**config.mk**
```make
export PLATFORM = sky130hd
export DESIGN_NAME = conv_8_32
export DESIGN_NICKNAME = d
export VERILOG_FILES = /design/src/rtl/conv_8_32_pkg.sv /design/src/rtl/conv_byte_cnt.sv /design/src/rtl/conv_8_32.sv
export SDC_FILE = /design/constraint.sdc
export NUM_CORES = 1
export LEC_CHECK = 0
export CAP_MARGIN = 20
export CORE_MARGIN = 2
export CORE_UTILIZATION = 45
export DETAILED_ROUTE_END_ITERATION = 10
export MAX_ROUTING_LAYER = met4
export PLACE_DENSITY = 0.79
export SYNTH_ARGS = -nofsm -noshare
export SYNTH_HDL_FRONTEND = slang
export SYNTH_SLANG_ARGS = --single-unit
export TNS_END_PERCENT = 50
```
**constraint.sdc**
```tcl
create_clock -name clk -period 3.9 [get_ports clk]
set_clock_uncertainty 0.05 [all_clocks]
set_input_delay 0.585 -clock clk [delete_from_list [all_inputs] [get_ports clk]]
set_output_delay 0.585 -clock clk [all_outputs]
set_load 0.03 [all_outputs]
```
**src/rtl/conv_8_32_pkg.sv**
```systemverilog
// Shared widths, default idle timeout and FSM encoding for the 8->32 byte packer.
package conv_8_32_pkg;
  localparam int BYTE_W = 8;
  localparam int WORD_W = 32;
  localparam int BYTES_PER_WORD = 4;
  localparam int CNT_W = 2;
  localparam int TIMEOUT_CYC_DEFAULT = 4;

  typedef enum logic {
    IDLE    = 1'b0,
    COLLECT = 1'b1
  } state_t;
endpackage

```
**src/rtl/conv_byte_cnt.sv**
```systemverilog
// 2-bit wrapping byte counter; last flags the byte that completes the current word.
module conv_byte_cnt
  import conv_8_32_pkg::*;
(
  input  logic             clk,
  input  logic             reset,
  input  logic             inc,
  input  logic             clear,
  output logic [CNT_W-1:0] count,
  output logic             last
);

  assign last = inc && (count == CNT_W'(BYTES_PER_WORD - 1));

  always_ff @(posedge clk or posedge reset) begin
    if (reset) begin
      count <= '0;
    end else if (clear) begin
      count <= '0;
    end else if (inc) begin
      count <= count + CNT_W'(1);
    end
  end

endmodule

```
**src/rtl/conv_8_32.sv**
```systemverilog
// Packs four accepted bytes into a 32-bit word, first byte in the MSBs.
// Optional partial-word idle timeout when CONV_8_32_TIMEOUT_EN is defined.
module conv_8_32
  import conv_8_32_pkg::*;
#(
  parameter int TIMEOUT_CYC = TIMEOUT_CYC_DEFAULT
) (
  input  logic              clk,
  input  logic              reset,
  input  logic              valid_in,
  input  logic [BYTE_W-1:0] entrada,
  output logic              valid_out,
  output logic [WORD_W-1:0] salida,
  output logic              drop
);

  // Handshake: a byte is taken on every posedge with valid_in=1; there is no
  // ready, the source never stalls. valid_out is a one-cycle pulse per word and
  // salida holds the last completed word until the next one is assembled.

  state_t state;
  state_t state_next;
  logic [CNT_W-1:0] count;
  logic last;
  logic timeout;
  logic [BYTES_PER_WORD-2:0][BYTE_W-1:0] held;

  conv_byte_cnt u_cnt (
    .clk   (clk),
    .reset (reset),
    .inc   (valid_in),
    .clear (timeout),
    .count (count),
    .last  (last)
  );

`ifdef CONV_8_32_TIMEOUT_EN
  localparam int IDLE_W = $clog2(TIMEOUT_CYC + 1);
  logic [IDLE_W-1:0] idle_cnt;

  // Fires on the idle edge that brings the consecutive-idle run to TIMEOUT_CYC.
  assign timeout = (state == COLLECT) && !valid_in &&
                   (idle_cnt == IDLE_W'(TIMEOUT_CYC - 1));

  always_ff @(posedge clk or posedge reset) begin
    if (reset) begin
      idle_cnt <= '0;
      drop     <= 1'b0;
    end else begin
      drop <= timeout;
      if (valid_in || (state == IDLE) || timeout) begin
        idle_cnt <= '0;
      end else begin
        idle_cnt <= idle_cnt + IDLE_W'(1);
      end
    end
  end
`else
  assign timeout = 1'b0;
  assign drop    = 1'b0;
`endif

  always_ff @(posedge clk or posedge reset) begin
    if (reset) begin
      state <= IDLE;
    end else begin
      state <= state_next;
    end
  end

  always_comb begin
    state_next = state;
    case (state)
      IDLE: begin
        if (valid_in) begin
          state_next = COLLECT;
        end
      end
      COLLECT: begin
        if (timeout || last) begin
          state_next = IDLE;
        end
      end
      default: state_next = IDLE;
    endcase
  end

  // Partial bytes live only in held; salida is written solely on completion.
  always_ff @(posedge clk or posedge reset) begin
    if (reset) begin
      held      <= '0;
      salida    <= '0;
      valid_out <= 1'b0;
    end else begin
      valid_out <= last;
      if (timeout) begin
        held <= '0;
      end else if (last) begin
        salida <= {held[0], held[1], held[2], entrada};
        held   <= '0;
      end else if (valid_in) begin
        held[count] <= entrada;
      end
    end
  end

endmodule

```
==> reports/metrics.yaml <==
synth_most_common_cell: "dfrtp_1"
synth-simple-area-share_pct: 2.90
drv_slew: 0
rows: 26
slew_headroom_pct: 59.5
dieHeight_um: 77.3
io_pins: 45
cts_tree: "built"
path_clk_slew_ns: 0.06
ys.flop_type: "dfrtp_1"
synth.net_count: 164
setup_viol: 0
synth_adder_area_share_pct: 2.07
synth_cells: 149
total_power_mw: 2.74
ant_nets: 0
synth_edf_count: 0
crit_path_end_kind: "flop"
synth_top_cell_by_area: "dfrtp_1"
cts.sinks: 59
nNetsFinal: 210
critPathKind: "primary input to flop"
clockBufferDepth: 2
antennaDiodeCount: 0
p_leak_nw: 1.51
synth_top_family_by_area: "multiplexers"
netlist_area_sq_um: 2420
viasPerCell: 5.08
n_fill_cell: 424
worst_pin_slew_ns: 0.607
cts_buffers: 9
instances_no_fill: 268
finalWirelength_um: 4340
post-cts-setup-buffers: 0
startpoint_type: "primary input"
syn_avg_cell_area_sq_um: 16.2
portBuffers: 43
worstPathMaxFanout: 33
drc_errors: 0
synth_seq_area_share_pct: 61.0
globalplace.congestion: 0.716
async_reset_ff_share_pct: 100
insertion_delay_ns: 0.34
h-tree-depth: 3
ys_top_cells_by_area: "dfrtp_1 61%, mux2_4 18%, a22o_1 8.0%"
area_delta_synth_final_pct: 26.4
dp.cells: 254
drive_above_1_share_pct: 24.7
yosysWarningCount: 0
gr-usage-all-layers_pct: 17.2
initialDrtViolationCount: 51
ff2ff_path_depth: 3
critPathArrivalTime_ns: 2.26
required_ns: 4.07
powerDensity_nw_per_um2: 896
die_x_um: 77.3
vias: 1362
muxShareOfSynthArea_pct: 19.4
hpwl_um: 2920
status: "completed"
ir_worst_vdd_mv: 0.513
first_pass_iters: 4
synth_cell_type_count: 23
wl_per_cell_um: 16.2
min_path_type: "flop to flop"
synth_common_cells: "59 x dfrtp_1, 29 x mux2_4, 22 x a22o_1"
grt_pass1_wl_um: 7470
start_util_pct: 47.1
synth_seq_cells: 59
post_dp_cell_area_sq_um: 2860
dieArea_sq_um: 5980
grt.overflow.total: 0
grt_max_degree: 34
post-route-min-period_ns: 2.09
synth_top_area_share_pct: 61.0
setup_slack_ns: 1.81
synth-compound-area-share_pct: 9.67
drv_cap: 0
yosys.area_share.xor_xnor_pct: 0.362
grt_pass1_vias: 1423
core_area_sq_um: 5140
max_freq_mhz: 479
postCtsHoldBufs: 0
grt_antenna_before_repair: 0
cts-resized-gates: 0
period_share_pct: 53.5
rsz0062_at_grt: "no"
pre_cts_ws_ns: 1.46
design_area_sq_um: 3060
hold_viol_final: 0
hold_depth: 1
cts-root-buf: "clkbuf_8"
fin_tns_setup_ns: 0
==> final cells by class <==
cell class / instances / area, sq um / share of cell area [%]
clock inverters: 3 / 65.1 / 2.13
flip-flops and latches: 59 / 1480 / 48.3
multi-input cells: 75 / 836 / 27.3
repair buffers: 44 / 438 / 14.3
clock buffers: 11 / 131 / 4.30
well taps: 70 / 87.6 / 2.87
inverters: 6 / 22.5 / 0.737
==> worst max-delay path, cell delays in order <==
cell             delay [ns]
clkdlybuf4s50_1        0.78
nand2_4                0.44
mux2_4                 0.43
==> stage by stage <==
stage          utilization [%]  hold slack [ns]
2_1_floorplan                -            0.412
3_5_place_dp              55.6            0.436
6_report                  59.5            0.446
4_1_cts                   59.5            0.454
3_3_place_gp              55.6            0.433
5_1_grt                   59.5            0.464
==> metal layers <==
metal  GRT usage [%]  wire length (um)
met5               -                 0
met4            5.36                56
met3            7.76               220
met2            24.9              2080
met1            21.9              1980
==> registers in the layout, indices dropped and copies added (netlist names) <==
signal,cells
held,24
salida,32
u_cnt.count,2
valid_out,1
==> path summary, 6_finish.rpt <==
path,from,endpoint,slack (ns)
worst max-delay path,valid_in,salida[18],1.81
worst min-delay path,held[16],held[16],0.45
worst max register to register,u_cnt.count[0],salida[18],2.05
worst min register to register,held[16],held[16],0.45
max in group asynchronous,reset,salida[22],2.44
min in group asynchronous,reset,salida[27],0.55
==> placed cells by master (no fill, tap or decap), types with 3 or more instances in the layout <==
cell type / n
a22o_1: 22
ha_1: 4
clkbuf_8: 9
mux2_4: 29
clkdlybuf4s50_1: 43
inv_1: 5
and3b_1: 3
mux2_2: 3
dfrtp_1: 59
==> kinds of logic after synthesis <==
family,count (synthesis)
fa+ha+maj,4
other cells,1
mux,32
simple gates,9
flops,59
buf+inv,15
compound gates,28
xor+xnor,1
==> power by group <==
| part | leakage [nW] | switching, mW | internal, mW | total [mW] |
|---|---|---|---|---|
| sequential | 0.755 | 0.151 | 0.859 | 1.01 |
| clock | 0.0992 | 0.219 | 0.352 | 0.571 |
| combinational | 0.659 | 0.566 | 0.593 | 1.16 |
Power figures use the tool's default switching activity.
